File: src/rtl/mbox_pkg.sv
// Shared definitions for the CPU_1 -> CPU_2 mailbox bridge.
// Register offsets, STATUS bit positions and the decode-miss pattern.
package mbox_pkg;

   localparam logic [1:0] OFF_DATA   = 2'd0;
   localparam logic [1:0] OFF_STATUS = 2'd1;
   localparam logic [1:0] OFF_IRQ_EN = 2'd2;
   localparam logic [1:0] OFF_RSVD   = 2'd3;

   localparam int ST_FULL  = 16;
   localparam int ST_EMPTY = 17;
   localparam int ST_UFLOW = 30;
   localparam int ST_OFLOW = 31;

   localparam logic [31:0] DECODE_MISS = 32'hDEAD_BEEF;

   function automatic logic [31:0] status_word(
      input logic [15:0] cnt,
      input logic        full,
      input logic        empty,
      input logic        uflow,
      input logic        oflow
   );
      logic [31:0] w;
      w           = {16'h0, cnt};
      w[ST_FULL]  = full;
      w[ST_EMPTY] = empty;
      w[ST_UFLOW] = uflow;
      w[ST_OFLOW] = oflow;
      return w;
   endfunction

endpackage

File: src/rtl/mbox_fifo.sv
// Synchronous word FIFO for the mailbox; a pop frees a slot for a
// push in the same cycle, so a full FIFO accepts push+pop together.
module mbox_fifo #(
   parameter int DEPTH = 16
) (
   input  logic                     clk,
   input  logic                     rst_n,
   input  logic                     push,
   input  logic                     pop,
   input  logic [31:0]              wdata,
   output logic [31:0]              rdata,
   output logic                     push_ok,
   output logic                     pop_ok,
   output logic                     full,
   output logic                     empty,
   output logic [$clog2(DEPTH):0]   count
);

   localparam int AW = $clog2(DEPTH);
   localparam int CW = AW + 1;

   logic [31:0]   mem [DEPTH];
   logic [AW-1:0] wr_ptr;
   logic [AW-1:0] rd_ptr;

   assign full    = (count == CW'(DEPTH));
   assign empty   = (count == '0);
   assign pop_ok  = pop & ~empty;
   assign push_ok = push & (~full | pop_ok);
   assign rdata   = mem[rd_ptr];

   always_ff @(posedge clk) begin
      if (push_ok) mem[wr_ptr] <= wdata;
   end

   always_ff @(posedge clk or negedge rst_n) begin
      if (!rst_n) begin
         wr_ptr <= '0;
         rd_ptr <= '0;
         count  <= '0;
      end else begin
         if (push_ok) wr_ptr <= wr_ptr + AW'(1);
         if (pop_ok)  rd_ptr <= rd_ptr + AW'(1);
         case ({push_ok, pop_ok})
            2'b10:   count <= count + CW'(1);
            2'b01:   count <= count - CW'(1);
            default: count <= count;
         endcase
      end
   end

endmodule

File: src/rtl/cpu_mailbox_bridge.sv
// One-way CPU_1 -> CPU_2 mailbox: Avalon-MM slave A pushes words,
// slave B pops them; level IRQs report data/space availability.
module cpu_mailbox_bridge
   import mbox_pkg::*;
#(
   parameter int          DEPTH     = 16,
   parameter logic [27:0] BASE_ADDR = 28'h0000000,
   parameter int          LOW_WM    = 4
) (
   input  logic        clk_clk,
   input  logic        reset_reset_n,
   input  logic [27:0] cpu_1_outgoing_address,
   input  logic [31:0] cpu_1_outgoing_writedata,
   input  logic [3:0]  cpu_1_outgoing_byteenable,
   input  logic        cpu_1_outgoing_write,
   input  logic        cpu_1_outgoing_read,
   input  logic        cpu_1_outgoing_burstcount,
   input  logic        cpu_1_outgoing_debugaccess,
   output logic        cpu_1_outgoing_waitrequest,
   output logic [31:0] cpu_1_outgoing_readdata,
   output logic        cpu_1_outgoing_readdatavalid,
   input  logic [1:0]  cpu_2_incoming_address,
   input  logic [31:0] cpu_2_incoming_writedata,
   input  logic        cpu_2_incoming_write,
   input  logic        cpu_2_incoming_read,
   output logic [31:0] cpu_2_incoming_readdata,
   output logic        irq_cpu_1,
   output logic        irq_cpu_2
);

   localparam int CW = $clog2(DEPTH) + 1;

   logic [1:0]    rst_q;
   logic          rst_n;
   logic          a_hit;
   logic [1:0]    a_off;
   logic          a_wr;
   logic          a_rd;
   logic [31:0]   a_wdata;
   logic          push;
   logic          pop;
   logic          push_ok;
   logic          pop_ok;
   logic          full;
   logic          empty;
   logic [CW-1:0] count;
   logic [31:0]   head;
   logic          oflow;
   logic          uflow;
   logic          en1;
   logic          en2;
   logic [31:0]   a_rdata_nxt;
   logic [31:0]   b_rdata_nxt;
   logic          unused;

   assign unused = ^{cpu_1_outgoing_burstcount,
                     cpu_1_outgoing_debugaccess,
                     cpu_1_outgoing_address[1:0]};

   // Async assert, release synchronised to clk_clk
   always_ff @(posedge clk_clk or negedge reset_reset_n) begin
      if (!reset_reset_n) rst_q <= 2'b00;
      else                rst_q <= {rst_q[0], 1'b1};
   end
   assign rst_n = rst_q[1];

   assign cpu_1_outgoing_waitrequest = 1'b0;

   assign a_hit = cpu_1_outgoing_address[27:4] == BASE_ADDR[27:4];
   assign a_off = cpu_1_outgoing_address[3:2];
   assign a_wr  = cpu_1_outgoing_write & a_hit;
   assign a_rd  = cpu_1_outgoing_read & ~cpu_1_outgoing_write;
   assign push  = a_wr & (a_off == OFF_DATA);
   assign pop   = cpu_2_incoming_read
                & (cpu_2_incoming_address == OFF_DATA);

   always_comb begin
      a_wdata = 32'h0;
      for (int i = 0; i < 4; i++) begin
         if (cpu_1_outgoing_byteenable[i])
            a_wdata[8*i +: 8] = cpu_1_outgoing_writedata[8*i +: 8];
      end
   end

   mbox_fifo #(
      .DEPTH (DEPTH)
   ) u_fifo (
      .clk     (clk_clk),
      .rst_n   (rst_n),
      .push    (push),
      .pop     (pop),
      .wdata   (a_wdata),
      .rdata   (head),
      .push_ok (push_ok),
      .pop_ok  (pop_ok),
      .full    (full),
      .empty   (empty),
      .count   (count)
   );

   always_comb begin
      a_rdata_nxt = DECODE_MISS;
      if (a_hit) begin
         unique case (a_off)
            OFF_STATUS: a_rdata_nxt = status_word(16'(count), full,
                                                  empty, 1'b0, oflow);
            OFF_IRQ_EN: a_rdata_nxt = {31'h0, en1};
            default:    a_rdata_nxt = 32'h0;
         endcase
      end
   end

   always_comb begin
      b_rdata_nxt = 32'h0;
      unique case (cpu_2_incoming_address)
         OFF_DATA:   b_rdata_nxt = pop_ok ? head : 32'h0;
         OFF_STATUS: b_rdata_nxt = status_word(16'(count), full,
                                               empty, uflow, oflow);
         OFF_IRQ_EN: b_rdata_nxt = {31'h0, en2};
         OFF_RSVD:   b_rdata_nxt = 32'h0;
      endcase
   end

   // A fault raised this cycle outranks a simultaneous clear
   always_ff @(posedge clk_clk or negedge rst_n) begin
      if (!rst_n) begin
         oflow <= 1'b0;
         uflow <= 1'b0;
         en1   <= 1'b0;
         en2   <= 1'b0;
      end else begin
         if (push & ~push_ok)
            oflow <= 1'b1;
         else if (a_wr & (a_off == OFF_STATUS)
                  & cpu_1_outgoing_writedata[ST_OFLOW])
            oflow <= 1'b0;
         if (pop & ~pop_ok)
            uflow <= 1'b1;
         else if (cpu_2_incoming_write
                  & (cpu_2_incoming_address == OFF_STATUS)
                  & cpu_2_incoming_writedata[ST_UFLOW])
            uflow <= 1'b0;
         if (a_wr & (a_off == OFF_IRQ_EN))
            en1 <= cpu_1_outgoing_writedata[0];
         if (cpu_2_incoming_write
             & (cpu_2_incoming_address == OFF_IRQ_EN))
            en2 <= cpu_2_incoming_writedata[0];
      end
   end

   always_ff @(posedge clk_clk or negedge rst_n) begin
      if (!rst_n) begin
         cpu_1_outgoing_readdatavalid <= 1'b0;
         cpu_1_outgoing_readdata      <= 32'h0;
         cpu_2_incoming_readdata      <= 32'h0;
         irq_cpu_1                    <= 1'b0;
         irq_cpu_2                    <= 1'b0;
      end else begin
         cpu_1_outgoing_readdatavalid <= a_rd;
         cpu_1_outgoing_readdata      <= a_rd ? a_rdata_nxt : 32'h0;
         cpu_2_incoming_readdata      <= cpu_2_incoming_read
                                         ? b_rdata_nxt : 32'h0;
         irq_cpu_1 <= en1 & (count <= CW'(LOW_WM));
         irq_cpu_2 <= en2 & ~empty;
      end
   end

endmodule

File: config.mk
export PLATFORM = sky130hd
export DESIGN_NAME = cpu_mailbox_bridge
export DESIGN_NICKNAME = d
export VERILOG_FILES = /design/src/rtl/mbox_pkg.sv /design/src/rtl/mbox_fifo.sv /design/src/rtl/cpu_mailbox_bridge.sv
export SDC_FILE = /design/constraint.sdc
export NUM_CORES = 1
export LEC_CHECK = 0
export CORE_ASPECT_RATIO = 0.75
export CORE_MARGIN = 3
export CORE_UTILIZATION = 54
export CTS_BUF_LIST = sky130_fd_sc_hd__clkbuf_16
export CTS_CLUSTER_SIZE = 20
export DETAILED_ROUTE_END_ITERATION = 6
export HOLD_SLACK_MARGIN = 0.02
export PLACE_DENSITY = 0.8
export REMOVE_ABC_BUFFERS = 1
export SLEW_MARGIN = 20
export SYNTH_ARGS = -nofsm -noshare
export SYNTH_HDL_FRONTEND = slang
export SYNTH_SLANG_ARGS = --single-unit
File: constraint.sdc
create_clock -name clk_clk -period 2.25 [get_ports clk_clk]
set_input_delay 0.5625 -clock clk_clk [delete_from_list [all_inputs] [get_ports clk_clk]]
set_output_delay 0.5625 -clock clk_clk [all_outputs]
set_load 0.02 [all_outputs]
==> flow_summary.toml, run 1 <==
[final_layout]
syn2layout_area_growth_pct = 25.3
finalNonFillerCells = 1986
diodes = 0
nets = 1500
drive_gt1_share_pct = 30.0

[power_and_ir_drop]
leakage_nw = 9.48
powerDensity_nw_per_um2 = 1000
ir_drop_v = 0.000661

[floorplan]
dieArea_um2 = 44100
initial_core_util_pct = 54.9
die_h_um = 183
io-pin-count = 174
row_count = 64
core_um2 = 40900
die_w_um = 242

[timing]
whs_ns = 0.152
tightest_slew_ns = 0.583
setup-violations-final = 169
skew_ns = 0.0203
drv_slew = 0
rsz0062_at_grt = "true"
fin_crit_sh_pct = 117
fin_crit_ns = 2.64
hold_viol = 0
fmax_mhz = 379
slew_headroom_pct = 61.2
setup_tns_ns = -13.43
layout_setup_ws_ns = -0.392

[clock_tree]
root_buffer = "clkbuf_16"
htreeDepth = 2
cts_sinks = 575
cts_tree = "built"
ctsLongestPathBuffers = 3
cts_buffers = 52
path_clk_slew_ns = 0.07
clkLatencyLatePin_ns = 0.57
cts-hold-fix-buffers = 0

[logic_synthesis]
synth_seq_cells = 575
yosys.area.top_type = "edfxtp_1"
synth-adder-area-share_pct = 0.613
synth_ff_type = "edfxtp_1"
avgSynthCellArea_um2 = 20.4
yosysUniqueCellTypes = 48
ys_warn_count = 0
seq_area_frac_synth_pct = 75.4
synth.top_cell.area_share_pct = 68.4
synthTopCellsByArea = "edfxtp_1 68%, mux4_2 13%, dfrtp_1 7.0%, a211oi_1 1.6%, mux2i_1 1.2%"
synth-simple-area-share_pct = 3.85
synth_xor_area_share_pct = 0.468
synthMuxAreaShare_pct = 14.1
synth_top_family_by_area = "multiplexers"
synthArstFlopShare_pct = 11.0
synth-edff-count = 512
synth_cells = 1102
yosys.cell_count.top_type = "edfxtp_1"
synth-compound-area-share_pct = 3.10
synth_area_um2 = 22500
ys_top_cells_by_count = "512 x edfxtp_1, 126 x mux4_2, 63 x dfrtp_1"

[worst_setup_path]
crit_chain = "or4_4, nor2_4, or3_4, inv_4, ha_4, xor2_1, ha_2, inv_1, o21ai_0, a21o_1, a31oi_2, xor2_1"
crit_path_end_kind = "flip-flop"
crit_required_ns = 2.70
critPathKind = "reg2reg"
crit_fanout = 4
crit_top_cell = "xor2_1"
max_stage_delay_ns = 0.54
crit_family = "simple AND/OR/NAND/NOR gates"
path_buf_inv = 2
start_kind = "flip-flop"
crit_path_top_delay_cell = "or4_4"
arrival_ns = 3.10

[global_route]
grt_max_degree = 42
overflow = 0
grt_pass1_vias = 12500
top_usage_layer = "met2"
use_met3_pct = 5.38
globalRouteMet2Util_pct = 40.5
grt.total_usage_pct = 24.5
grt_use_met1_pct = 33.3
antenna_found_initial = 3
grt_pass1_wl_mm = 79.7

[detailed_routing]
wl_per_cell_um = 28.7
routed_wl_mm = 57.0
routed_via_density = 6.14
drt_first_pass_iters = 6
ant_nets = 0
vias = 12200
drtIter0Drc = 1440
drcViolationCount = 0

[run]
max_cap_viol_count = 0

[min_path]
hold_class = "in2async"

[placed_design]
place.gp.congestion = 0.829
post-place-cells = 1837
io_buffers = 132
hpwl_mm = 29.8

[status]
outcome = "finished, violations left"
violations = "setup timing"
[sequential cells by signal (all words and copies together) (netlist names)]
register                      count
uflow                             1
u_fifo.count                      5
irq_cpu_1                         1
cpu_1_outgoing_readdatavalid      1
en2                               1
irq_cpu_2                         1
cpu_1_outgoing_readdata           9
cpu_2_incoming_readdata          32
u_fifo.mem                      512
rst_q                             2
en1                               1
u_fifo.wr_ptr                     4
oflow                             1
u_fifo.rd_ptr                     4
[cell usage in the layout, fill, tap and decap left out, drive strengths merged, types with 11 or more instances in the layout]
| cell | n |
|---|---|
| clkinv | 23 |
| inv | 22 |
| mux4 | 126 |
| and2 | 34 |
| dlygate4sd2 | 16 |
| edfxtp | 512 |
| buf | 161 |
| dfrtp | 63 |
| a22oi | 14 |
| nor2b | 28 |
| nand2 | 28 |
| clkbuf | 66 |
| a211oi | 47 |
| nor3 | 13 |
| nor2 | 17 |
| clkdlybuf4s50 | 108 |
| ha | 11 |
| mux2i | 28 |
[through the flow]
stage	area, um2	setup slack [ns]	total power [mW]	utilization [%]
2_1_floorplan	22000	-3.28	16.4	-
3_3_place_gp	25400	-1.07	19.2	62.1
3_5_place_dp	25400	-1.20	19.4	62.1
4_1_cts	27500	-0.269	28.1	67.2
5_1_grt	28200	-0.501	29.3	68.8
6_report	28200	-0.392	28.3	68.8
[area by class of cell]
type | count | area, um2
Multi-Input combinational cell | 437 | 5270
Tap cell | 561 | 702
Inverter | 11 | 43.8
Fill cell | 2447 | 12800
Clock inverter | 43 | 333
Clock buffer | 53 | 1330
Sequential cell | 575 | 17000
Timing Repair Buffer | 306 | 3510
[what timing repair did]
action	4_1_cts	5_1_grt
endpoints found under the hold margin	0	0
buffers inserted	20	18
resized for setup	51	57
endpoints found under the setup margin	534	522
cloned	6	16
pin swaps	29	21
[where the power goes]
| part | internal (mW) | switching (mW) | total [mW] |
|---|---|---|---|
| Sequential | 11.8 | 0.404 | 12.2 |
| Clock | 4.85 | 3.83 | 8.68 |
| Combinational | 3.82 | 3.53 | 7.35 |
[per-layer routing]
layer | part of all wire (%) | wire, um | up-vias
met5 | 0.072 | 41 | -
met4 | 3.2 | 1800 | 6
met3 | 9.7 | 5560 | 148
met2 | 49 | 28200 | 725
met1 | 38 | 21400 | 6301
li1 | - | - | 5022
[path summary, 6_finish.rpt]
path | cells after the start | slack, ns | to | startpoint
worst max register to register | 12 | -0.39 | u_fifo.count[4] | u_fifo.count[1]
worst min-delay path | 1 | 0.15 | rst_q[1] | reset_reset_n
max in group asynchronous | 1 | 1.35 | u_fifo.rd_ptr[2] | rst_q[1]
min in group clk_clk | 0 | 0.36 | rst_q[1] | rst_q[0]
worst min register to register | 0 | 0.28 | u_fifo.rd_ptr[0] | rst_q[1]
worst max-delay path | 12 | -0.39 | u_fifo.count[4] | u_fifo.count[1]
[kinds of logic after synthesis]
| group | count (synthesis) |
|---|---|
| AOI/OAI and AO/OA | 95 |
| muxes | 158 |
| and+or+nand+nor | 153 |
| other | 2 |
| adders and majority gates | 11 |
| buffers and inverters | 96 |
| xor gates and xnor gates | 12 |
| DFF | 575 |
No activity file was read; power rests on OpenSTA's default activity.
==> run 2: changes to the inputs <==
--- a/config.mk
+++ b/config.mk
@@ -5,9 +5,10 @@
 export SDC_FILE = /design/constraint.sdc
 export NUM_CORES = 1
 export LEC_CHECK = 0
+export CAP_MARGIN = 5
 export CORE_ASPECT_RATIO = 0.75
 export CORE_MARGIN = 3
-export CORE_UTILIZATION = 54
+export CORE_UTILIZATION = 52
 export CTS_BUF_LIST = sky130_fd_sc_hd__clkbuf_16
 export CTS_CLUSTER_SIZE = 20
 export DETAILED_ROUTE_END_ITERATION = 6
==> constraint.sdc (replaced) <==
create_clock -name clk_clk -period 2.4 [get_ports clk_clk]
set_input_delay 0.6 -clock clk_clk [delete_from_list [all_inputs] [get_ports clk_clk]]
set_output_delay 0.6 -clock clk_clk [all_outputs]
set_load 0.02 [all_outputs]
==> flow_summary.toml, run 2 (synthesis results as in run 1) <==
[global_route]
globalRouteMet2Util_pct = 34.5
grt_pass1_wl_mm = 74.5
top_usage_layer = "met2"
overflow = 0
grt_pass1_vias = 12000
antenna_found_initial = 1
use_met3_pct = 4.72
grt.total_usage_pct = 22.0
grt_use_met1_pct = 32.3
grt_max_degree = 39

[worst_setup_path]
reg2reg_depth = 12
crit_required_ns = 2.90
r2r-start = "u_fifo.count[0]"
critPathKind = "in2reg"
crit_path_top_delay_cell = "nor4b_4"
max_stage_delay_ns = 0.32
cp-endpoint = "u_fifo.count[4]"
reg2reg_to = "u_fifo.count[4]"
cp-startpoint = "cpu_1_outgoing_address[8]"
rrSetupSlack_ns = -0.07
arrival_ns = 2.98
crit_path_end_kind = "flip-flop"
crit_fanout = 4
crit_chain = "clkdlybuf4s15_1, nor4_2, nand4_1, buf_4, nor4b_4, inv_2, ha_4, xor2_1, ha_2, a21o_1, nand2_1, a21o_1, a31oi_1, xor2_1"
start_kind = "input port"

[timing]
tightest_slew_ns = 0.673
fin_crit_ns = 2.48
fmax_mhz = 403
slew_headroom_pct = 55.2
skew_ns = 0.00915
setup-violations-final = 3
drv_slew = 0
fin_crit_sh_pct = 103
layout_setup_ws_ns = -0.0798
hold_viol = 0
rsz0062_at_grt = "true"
setup_tns_ns = -0.157

[detailed_routing]
wl_per_cell_um = 25.6
vias = 11500
routed_wl_mm = 49.5
ant_nets = 0
drt_first_pass_iters = 5
drtIter0Drc = 1259
drcViolationCount = 0
routed_via_density = 5.96

[min_path]
hold_class = "in2async"

[clock_tree]
ctsLongestPathBuffers = 3
cts_buffers = 52
clkLatencyLatePin_ns = 0.58
root_buffer = "clkbuf_16"
path_clk_slew_ns = 0.06
htreeDepth = 2
cts_sinks = 575
cts_tree = "built"
cts-hold-fix-buffers = 0

[final_layout]
largest_register = "u_fifo.mem"
reg_top3 = "u_fifo.mem: 512 flops, cpu_2_incoming_readdata: 32 flops, cpu_1_outgoing_readdata: 9 flops"
finalInstanceArea_um2 = 27000
final_cell_mix = "512 x edfxtp_1, 126 x mux4_2, 102 x clkdlybuf4s50_1"
finalNonFillerCells = 1937
syn2layout_area_growth_pct = 20.1
utilization_pct = 63.7
layout_commonest_cell = "edfxtp_1"
diodes = 0
drive_gt1_share_pct = 26.6
nets = 1442
largest_register_ffs = 512

[floorplan]
io-pin-count = 174
row_count = 65
die_h_um = 186
initial_core_util_pct = 53.0
dieArea_um2 = 45800
die_w_um = 246
core_um2 = 42400

[status]
outcome = "finished, violations left"
violations = "setup timing"

[placed_design]
place_area_um2 = 25300
post-place-cells = 1835
io_buffers = 132
place.gp.congestion = 0.794
hpwl_mm = 29.9
pre_cts_ws_ns = -1.04

[power_and_ir_drop]
powerDensity_nw_per_um2 = 950
leakage_nw = 8.98
ir_drop_v = 0.000695

[run]
max_cap_viol_count = 0
run 2: cell types whose count changed in the layout (fill, tap and decap cells not counted), moves of 4 or more:
cell	before	now
buf_6	20	1
clkbuf_16	66	53
buf_12	39	27
inv_1	17	27
buf_4	95	88
nor3_2	2	9
nor3_4	8	1
clkbuf_2	0	6
clkdlybuf4s50_1	108	102
dlygate4sd2_1	16	10
buf_16	4	0
bufinv_16	5	1
run 2: worst min-delay path by stage:
| stage | slack (ns) | to | cells past startpoint | start |
|---|---|---|---|---|
| 4_1_cts | 0.16 | rst_q[1] | 1 | reset_reset_n |
| 6_report | 0.18 | rst_q[1] | 1 | reset_reset_n |
| 3_3_place_gp | 0.34 | rst_q[1] | 0 | rst_q[0] |
| 2_1_floorplan | 0.30 | rst_q[0] | 0 | reset_reset_n |
| 5_1_grt | 0.16 | rst_q[1] | 1 | reset_reset_n |
| 3_5_place_dp | 0.34 | rst_q[1] | 0 | rst_q[0] |
run 2: critical path: cells and delay by family:
kind / cells / cell delay, ns
AOI/OAI and AO/OA: 3 / 0.45
buffers and inverters: 3 / 0.44
adders and majority gates: 2 / 0.40
and+or+nand+nor: 4 / 0.77
xor gates and xnor gates: 2 / 0.31
run 2: what timing repair did:
item	CTS	global route
endpoints found under the setup margin	420	217
buffers inserted	2	3
cloned	0	0
pin swaps	16	16
gates resized for setup	37	36
endpoints found under the hold margin	0	0
run 2: layout make-up:
| cell class | instances | area [um2] |
|---|---|---|
| clock inverter | 44 | 236 |
| tap | 569 | 712 |
| clock buffer | 53 | 1330 |
| multi-input combinational | 437 | 5190 |
| timing repair buffer | 248 | 2510 |
| inverter | 11 | 43.8 |
| sequential | 575 | 17000 |
| fill | 2819 | 15400 |
run 2: routing by layer:
| metal | routed length (um) | vias up | part of all wire, % |
|---|---|---|---|
| li1 | - | 4891 | - |
| met5 | 0 | - | 0 |
| met2 | 23500 | 541 | 47 |
| met3 | 4160 | 90 | 8.4 |
| met1 | 20900 | 6017 | 42 |
| met4 | 962 | 0 | 1.9 |
run 2: metrics by stage:
stage	hold slack [ns]	power, mW
floorplan	0.304	15.5
global placement	0.342	18.0
detailed placement	0.338	18.1
CTS	0.159	25.7
global route	0.159	26.7
finish	0.180	25.6
run 2: power breakdown:
group / internal [mW] / total (mW) / switching [mW] / leakage [nW]
combinational: 3.40 / 6.41 / 3.02 / 2.86
sequential: 11.1 / 11.6 / 0.466 / 5.27
clock: 4.12 / 7.65 / 3.54 / 0.843
==> run 3: changes to the inputs <==
--- a/config.mk
+++ b/config.mk
@@ -8,12 +8,12 @@
 export CAP_MARGIN = 5
 export CORE_ASPECT_RATIO = 0.75
 export CORE_MARGIN = 3
-export CORE_UTILIZATION = 52
+export CORE_UTILIZATION = 50
 export CTS_BUF_LIST = sky130_fd_sc_hd__clkbuf_16
 export CTS_CLUSTER_SIZE = 20
 export DETAILED_ROUTE_END_ITERATION = 6
 export HOLD_SLACK_MARGIN = 0.02
-export PLACE_DENSITY = 0.8
+export PLACE_DENSITY = 0.78
 export REMOVE_ABC_BUFFERS = 1
 export SLEW_MARGIN = 20
 export SYNTH_ARGS = -nofsm -noshare
==> flow_summary.toml, run 3 (synthesis results as in run 1) <==
[status]
outcome = "finished, violations left"
violations = "setup timing"

[detailed_routing]
ant_nets = 0
wl_met3_mm = 4.69
drt_first_pass_iters = 7
drcViolationCount = 0
drtIter0Drc = 1296
routed_wl_mm = 52.3
wl_met2_mm = 25.2
vias = 11800
routed_via_density = 5.99
drt-met1-wl_mm = 21.4
wl_per_cell_um = 26.6
routed.top_layer = "met5"

[worst_setup_path]
max_stage_delay_ns = 0.55
arrival_ns = 2.99
crit_fanout = 3
rrSetupSlack_ns = -0.08
reg2reg_to = "u_fifo.count[4]"
crit_cells = 12
critPathKind = "reg2reg"
crit_top_cell = "a21o_1"
cp-endpoint = "u_fifo.count[4]"
reg2reg_depth = 12
crit_chain = "or4_4, nor2_4, or3_4, inv_4, ha_4, xor2_2, ha_2, a21o_1, nand2_1, a21o_1, a31oi_2, xor2_1"
crit_path_top_delay_cell = "or4_4"
crit_required_ns = 2.91
start_kind = "flip-flop"
crit_path_end_kind = "flip-flop"
cp-startpoint = "u_fifo.count[2]"
path_buf_inv = 1
crit_family = "simple AND/OR/NAND/NOR gates"
r2r-start = "u_fifo.count[2]"

[floorplan]
die_h_um = 190
initial_core_util_pct = 51.2
dieArea_um2 = 47500
row_count = 66
core_um2 = 43800
die_w_um = 251
io-pin-count = 174

[global_route]
grt_pass1_wl_mm = 74.4
overflow = 0
grt_pass1_vias = 11700
grt.total_usage_pct = 21.1
antenna_found_initial = 1
grt_max_degree = 55

[placed_design]
io_buffers = 132
hpwl_mm = 29.2
place.gp.congestion = 0.799
pre_cts_ws_ns = -1.04

[final_layout]
largest_register_ffs = 512
reg_top3 = "u_fifo.mem: 512 flops, cpu_2_incoming_readdata: 32 flops, cpu_1_outgoing_readdata: 9 flops"
final_cell_mix = "512 x edfxtp_1, 126 x mux4_2, 101 x buf_4"
drive_gt1_share_pct = 27.6
largest_register = "u_fifo.mem"
fill_cells = 2930
nets = 1465
diodes = 0
layout_commonest_cell = "edfxtp_1"
syn2layout_area_growth_pct = 21.8

[clock_tree]
cts_tree = "built"
path_clk_slew_ns = 0.06
root_buffer = "clkbuf_16"
ctsLongestPathBuffers = 3
cts_buffers = 52
cts_sinks = 575
htreeDepth = 2
clkLatencyLatePin_ns = 0.60

[timing]
setup_tns_ns = -0.308
rsz0062_at_grt = "true"
hold_viol = 0
layout_setup_ws_ns = -0.0777
fin_crit_sh_pct = 103
fin_crit_ns = 2.48
skew_ns = 0.0133
slew_headroom_pct = 45.7
drv_slew = 0
setup-violations-final = 15
tightest_slew_ns = 0.815
fmax_mhz = 404

[power_and_ir_drop]
swShare_pct = 27.2
p_clk_share_pct = 30.6
p_int_mw = 18.8
powerDensity_nw_per_um2 = 944
leakage_nw = 9.26
seqPwrFrac_pct = 44.9
comb_power_share_pct = 24.4
power_switching_mw = 7.03
ir_drop_v = 0.000649

[min_path]
hold_class = "in2async"

[run]
max_cap_viol_count = 0
run 3: metal layers:
metal / global-route usage, % / vias to the layer above
li1: - / 4949
met1: 30.7 / 6121
met2: 33.3 / 616
met3: 4.14 / 85
met4: 5.16 / 2
met5: 0 / -
run 3: layout make-up:
cell class	count	area, um2	share of cell area (%)
flip-flops and latches	575	17000	62.0
well taps	578	723	2.64
inverters	11	43.8	0.160
repair buffers	271	2820	10.3
clock inverters	42	284	1.04
clock buffers	53	1330	4.85
multi-input cells	437	5200	19.0
run 3: worst reg2reg max path: cells and delay by family, from the launching register on:
family                     cells  cell delay, ns
and+or+nand+nor                4            0.86
buffers and inverters          1            0.04
AOI/OAI and AO/OA              3            0.46
xor gates and xnor gates       2            0.28
adders and majority gates      2            0.37
DFF                            1            0.38
run 3: what timing repair did:
item	CTS	global route
cloned	0	9
endpoints found under the setup margin	304	341
setup buffers	3	9
hold endpoints to repair	0	0
resized for setup	34	43
pin swaps	19	20
hold buffers	0	0
run 3: power groups by stage:
stage | logic [mW] | clock network (mW) | registers [mW]
2_1_floorplan | 3.14 | 0 | 12.4
3_3_place_gp | 6.15 | 0 | 11.8
3_5_place_dp | 6.24 | 0 | 11.8
4_1_cts | 6.32 | 8.01 | 11.6
5_1_grt | 6.78 | 8.40 | 11.6
6_report | 6.31 | 7.91 | 11.6
run 3: how the worst min path moves through the flow:
stage,startpoint,end,depth (start not counted)
2_1_floorplan,reset_reset_n,rst_q[0],0
3_3_place_gp,rst_q[0],rst_q[1],0
3_5_place_dp,rst_q[0],rst_q[1],0
4_1_cts,reset_reset_n,rst_q[1],1
5_1_grt,reset_reset_n,rst_q[1],1
6_report,reset_reset_n,rst_q[1],1
run 3: per-stage QoR:
stage | util (%) | hold WS [ns] | power (mW) | area (um2) | std cells
floorplan | - | 0.304 | 15.5 | 22000 | 1023
CTS | 61.5 | 0.147 | 25.9 | 27000 | 1950
global placement | 57.7 | 0.337 | 18.0 | 25300 | 1852
detailed placement | 57.7 | 0.342 | 18.1 | 25300 | 1852
global route | 62.4 | 0.159 | 26.8 | 27400 | 1967
finish | 62.4 | 0.174 | 25.8 | 27400 | 1967
==> RTL change 1 (settings of run 3) <==
`cpu_1_outgoing_readdata` no longer has a reset.
--- a/src/rtl/cpu_mailbox_bridge.sv
+++ b/src/rtl/cpu_mailbox_bridge.sv
@@ -151,13 +151,11 @@
    always_ff @(posedge clk_clk or negedge rst_n) begin
       if (!rst_n) begin
          cpu_1_outgoing_readdatavalid <= 1'b0;
-         cpu_1_outgoing_readdata      <= 32'h0;
          cpu_2_incoming_readdata      <= 32'h0;
          irq_cpu_1                    <= 1'b0;
          irq_cpu_2                    <= 1'b0;
       end else begin
          cpu_1_outgoing_readdatavalid <= a_rd;
-         cpu_1_outgoing_readdata      <= a_rd ? a_rdata_nxt : 32'h0;
          cpu_2_incoming_readdata      <= cpu_2_incoming_read
                                          ? b_rdata_nxt : 32'h0;
          irq_cpu_1 <= en1 & (count <= CW'(LOW_WM));
@@ -165,5 +163,9 @@
       end
    end
 
+   always_ff @(posedge clk_clk) begin
+      cpu_1_outgoing_readdata <= a_rd ? a_rdata_nxt : 32'h0;
+   end
+
 endmodule
 
Check against the original RTL: not equivalent (a bounded check fails within 4 cycles, from zero or initial values and one cycle with reset_reset_n low).
==> RTL change 1 against run 3 <==
  * The run still ends with setup timing left
  * Clock power rose by 2%
  * Area after synthesis fell by 0.20%
  * Global-route usage rose by 1.4 points
  * Core utilization rose by 2.8 points
  * First-iteration DRC count rose by 16%
  * Count of clock-buffer cells in the layout rose by 1
  * Total power fell by 1.7%
  * Sequential cell count did not move
  * Setup slack got worse by 0.36 ns
  * Via count rose by 5.0%
  * Design area rose by 4.5%
  * Combinational power fell by 5.5%
  * Die area fell by 0.20%
  * Routed wire length rose by 14%
  * Critical path type unchanged
  * Highest routed layer is now met4
==> RTL change 1: results (changes against run 3) <==
- GRT Resource Usage Total: 0.225 (was 0.211)
- Outcome: finished, violations left (unchanged)
- Sw frac: 0.274 (was 0.272)
- Met2 WL post-DR: 30200 um (was 25200 um)
- Tightest hold margin: 0.178 ns (was 0.174 ns)
- Met3 usage: 0.0548 (was 0.0414)
- Post-synthesis async set-or-reset flop share: 0.0939 (was 0.110)
- Setup WS post-layout: -0.442 ns (was -0.0777 ns)
- Synth unique cells: 49 (was 48)
- Synth Area in XOR/XNOR: 0.00469 (was 0.00468)
- Largest net degree at the start of global routing: 35 (was 55)
- Setup Skew: 0.0278 ns (was 0.0133 ns)
- Met1 Track Usage GR: 0.306 (was 0.307)
- Reg-to-Reg Start: u_fifo.count[0]$_DFFE_PN0P_ (was u_fifo.count[2]$_DFFE_PN0P_)
- Peak supply drop: 575 uV (was 649 uV)
- Worst EP arrival: 3.30 ns (was 2.99 ns)
- Multiplexer share of the synthesized area: 0.144 (was 0.141)
- Finished Layout Cells: 2007 (was 1967)
- Failing checks: setup timing (unchanged)
- Antenna violations before repair: 0 (was 1)
- Adder-Cell Fraction of Synth Area: 0.00614 (was 0.00613)
- Max transition margin: 0.598 (was 0.457)
- Post-synth top cells: edfxtp_1, mux4_2, a211oi_1, dfrtp_1, nor2b_1 (was edfxtp_1, mux4_2, dfrtp_1, a211oi_1, and2_1)
- WL met1: 22100 um (was 21400 um)
- Final number of setup-violating endpoints: 518 (was 15)
- First-pass GRT wire length: 79200 um (was 74400 um)
- Nets: 1502 (was 1465)
- Placed inst area: 25400 um^2 (was 25300 um^2)
- WL per Instance: 29.8 um (was 26.6 um)
- Vias in the first global route: 12.3k (was 11.7k)
- Share of cells above drive strength 1: 0.304 (was 0.276)
- FILL cells: 2664 (was 2930)
==> RTL change 1: changes by cell type in the layout (fill, tap and decap cells not counted), moves of 9 or more <==
| cell | run 3 | this run |
|---|---|---|
| buf_12 | 23 | 46 |
| dlygate4sd2_1 | 21 | 1 |
| a22oi_1 | 14 | 1 |
| clkbuf_16 | 58 | 78 |
| buf_6 | 7 | 37 |
| dfxtp_1 | 0 | 9 |
| a211oi_1 | 47 | 56 |
| buf_4 | 101 | 62 |
==> RTL change 1: final cells by class <==
class                      count  share of cell area
clock buffer                  54              0.0473
tap                          578              0.0253
multi-input combinational    432               0.184
sequential                   575               0.592
antenna                        1           0.0000875
inverter                      10             0.00131
clock inverter                43             0.00998
timing repair buffer         314               0.140
==> RTL change 1: through the flow <==
step	setup slack, ns	util	total power [W]	TNS [ns]
4_1_cts	-0.393	0.632	0.0253	-87.27
2_1_floorplan	-2.99	-	0.0152	-833.36
5_1_grt	-0.524	0.652	0.0263	-149.05
3_5_place_dp	-1.10	0.579	0.0173	-393.50
3_3_place_gp	-0.905	0.579	0.0172	-351.88
6_report	-0.442	0.652	0.0254	-136.02
==> RTL change 1: how the worst max path moves through the flow <==
| stage | slack, ns | from | cells after the start | to |
|---|---|---|---|---|
| after floorplan | -2.99 | u_fifo.rd_ptr[0]$_DFFE_PN0P_ | 4 | cpu_2_incoming_readdata[10]$_DFF_PN0_ |
| after global placement | -0.91 | cpu_2_incoming_address[1] | 13 | u_fifo.count[4]$_DFFE_PN0P_ |
| after detailed placement | -1.10 | cpu_1_outgoing_address[25] | 13 | u_fifo.count[4]$_DFFE_PN0P_ |
| after CTS | -0.39 | u_fifo.count[0]$_DFFE_PN0P_ | 12 | u_fifo.count[4]$_DFFE_PN0P_ |
| after global routing | -0.52 | u_fifo.count[0]$_DFFE_PN0P_ | 12 | u_fifo.count[4]$_DFFE_PN0P_ |
| final | -0.44 | u_fifo.count[0]$_DFFE_PN0P_ | 12 | u_fifo.count[4]$_DFFE_PN0P_ |
==> RTL change 1: logic make-up (layout without fill, tap and decap cells) <==
group	after synthesis	in the layout
adder cells (fa/ha/maj)	11	11
XOR/XNOR	12	12
multiplexers	163	163
AND/OR/NAND/NOR	142	142
other	2	9
AO/OA/AOI/OAI	96	96
flip-flops	575	575
buffers and inverters	95	421
==> RTL change 1: power by group through the flow <==
stage / Sequential [W] / Clock, W / Combinational [W]
finish: 0.0113 / 0.00807 / 0.00596
global route: 0.0114 / 0.00855 / 0.00637
CTS: 0.0113 / 0.00807 / 0.00587
detailed placement: 0.0116 / 0 / 0.00577
global placement: 0.0116 / 0 / 0.00567
floorplan: 0.0124 / 0 / 0.00281
==> RTL change 1: timing repair <==
item                       CTS  global route
gates resized for setup     62            88
setup endpoints to repair  517           520
pin swaps                   16            19
cloned                       9            30
setup buffers               24            20
==> RTL change 2 (flow settings as in run 3) <==
Made on the original files. `DEPTH` is set to 16 in 2 places; all go to 32.
--- a/src/rtl/mbox_fifo.sv
+++ b/src/rtl/mbox_fifo.sv
@@ -1,7 +1,7 @@
 // Synchronous word FIFO for the mailbox; a pop frees a slot for a
 // push in the same cycle, so a full FIFO accepts push+pop together.
 module mbox_fifo #(
-   parameter int DEPTH = 16
+   parameter int DEPTH = 32
 ) (
    input  logic                     clk,
    input  logic                     rst_n,
--- a/src/rtl/cpu_mailbox_bridge.sv
+++ b/src/rtl/cpu_mailbox_bridge.sv
@@ -3,7 +3,7 @@
 module cpu_mailbox_bridge
    import mbox_pkg::*;
 #(
-   parameter int          DEPTH     = 16,
+   parameter int          DEPTH     = 32,
    parameter logic [27:0] BASE_ADDR = 28'h0000000,
    parameter int          LOW_WM    = 4
 ) (
Behaviour: no difference found for any inputs over 4 cycles, from zero or initial values and one cycle with reset_reset_n low; that may be too few to reach the edited logic, so the function may still have changed.
==> RTL change 2 against run 3 <==
  * The run still ends with setup timing left
  * Design area rose by 90%
  * Area after synthesis up 87%
  * Maximum frequency grew 1.3%
  * Synthesized cell count grew 69%
  * Total power is 98% higher
  * Setup slack improved by 0.032 ns
  * Count of clock-buffer cells in the layout increased by 45
  * Via count grew 89%
  * Global-route usage up 5.2 points
  * Routed wire length increased by 120%
  * Sequential cell count grew 516
  * Largest cell class unchanged
==> RTL change 2: results (changes against run 3) <==
- Critical path's slowest cell: mux4_2 (was or4_4)
- Clock power share: 0.312 (was 0.306)
- Clk sinks: 1091 (was 575)
- Setup WS post-layout: -0.0461 ns (was -0.0777 ns)
- Area contributors post-synth: edfxtp_1, mux4_2, dfrtp_1 (unchanged)
- Top flop regs: u_fifo.mem x1024, cpu_2_incoming_readdata x32, cpu_1_outgoing_readdata x10 (was u_fifo.mem x512, cpu_2_incoming_readdata x32, cpu_1_outgoing_readdata x9)
- Synth Area in XOR/XNOR: 0.00250 (was 0.00468)
- Syn Area/Cell: 22.5 um^2 (was 20.4 um^2)
- Tightest hold margin: 0.0904 ns (was 0.174 ns)
- Nets: 2403 (was 1465)
- Non-clk buf share: 0.107 (was 0.103)
- Post-synthesis async set-or-reset flop share: 0.0614 (was 0.110)
- Tap Count: 1116 (was 578)
- FILL cells: 5208 (was 2930)
- Met2 Use GR: 0.425 (was 0.333)
- Sw frac: 0.279 (was 0.272)
- Via/cell ratio: 6.38 (was 5.99)
- Layout clock buffer count: 98 (was 53)
- Final number of setup-violating endpoints: 12 (was 15)
- Outcome: finished, violations left (unchanged)
- Fraction of area in multi-input gates: 0.178 (was 0.190)
- Drt initial violations: 3252 (was 1296)
- TritonCTS Buffers: 97 (was 52)
- Worst-Skew Late Latency: 0.68 ns (was 0.60 ns)
- Met3 usage: 0.0556 (was 0.0414)
- Placer congestion estimate: 0.893 (was 0.799)
- Multiplexer share of the synthesized area: 0.164 (was 0.141)
- Setup crit end: cpu_2_incoming_readdata[14]$_DFF_PN0_ (was u_fifo.count[4]$_DFFE_PN0P_)
- Area taken by flip-flops and latches: 32400 um^2 (was 17000 um^2)
- Final clock-cell share: 0.0624 (was 0.0589)
- WL per Instance: 32.9 um (was 26.6 um)
- Dpl ws: -0.961 ns (was -1.04 ns)
- Final Util: 0.628 (was 0.624)
- Path depth of the worst reg2reg path: 6 (was 12)
- Setup_tns: -0.270 ns (was -0.308 ns)
- Post-DP HPWL: 64700 um (was 29200 um)
- Adder-Cell Fraction of Synth Area: 0.00268 (was 0.00613)
- Failing checks: setup timing (unchanged)
- Placed inst area: 47300 um^2 (was 25300 um^2)
[RTL change 2: changes by cell type in the layout (fill, tap and decap cells not counted), sizes merged, moves of 21 or more]
| cell | run 3 | this run |
|---|---|---|
| a211oi | 47 | 13 |
| a22o | 8 | 29 |
| buf | 134 | 300 |
| clkbuf | 58 | 104 |
| edfxtp | 512 | 1024 |
| mux2i | 28 | 52 |
| mux4 | 126 | 275 |
| nor2 | 17 | 45 |
| nor2b | 28 | 5 |
[RTL change 2: per-layer routing]
| layer | wire (um) | vias to the layer above | share of wire |
|---|---|---|---|
| li1 | - | 8669 | - |
| met1 | 41400 | 11700 | 0.36 |
| met2 | 56400 | 1660 | 0.49 |
| met3 | 13200 | 231 | 0.11 |
| met4 | 3820 | 2 | 0.033 |
| met5 | 13 | - | 0.00011 |
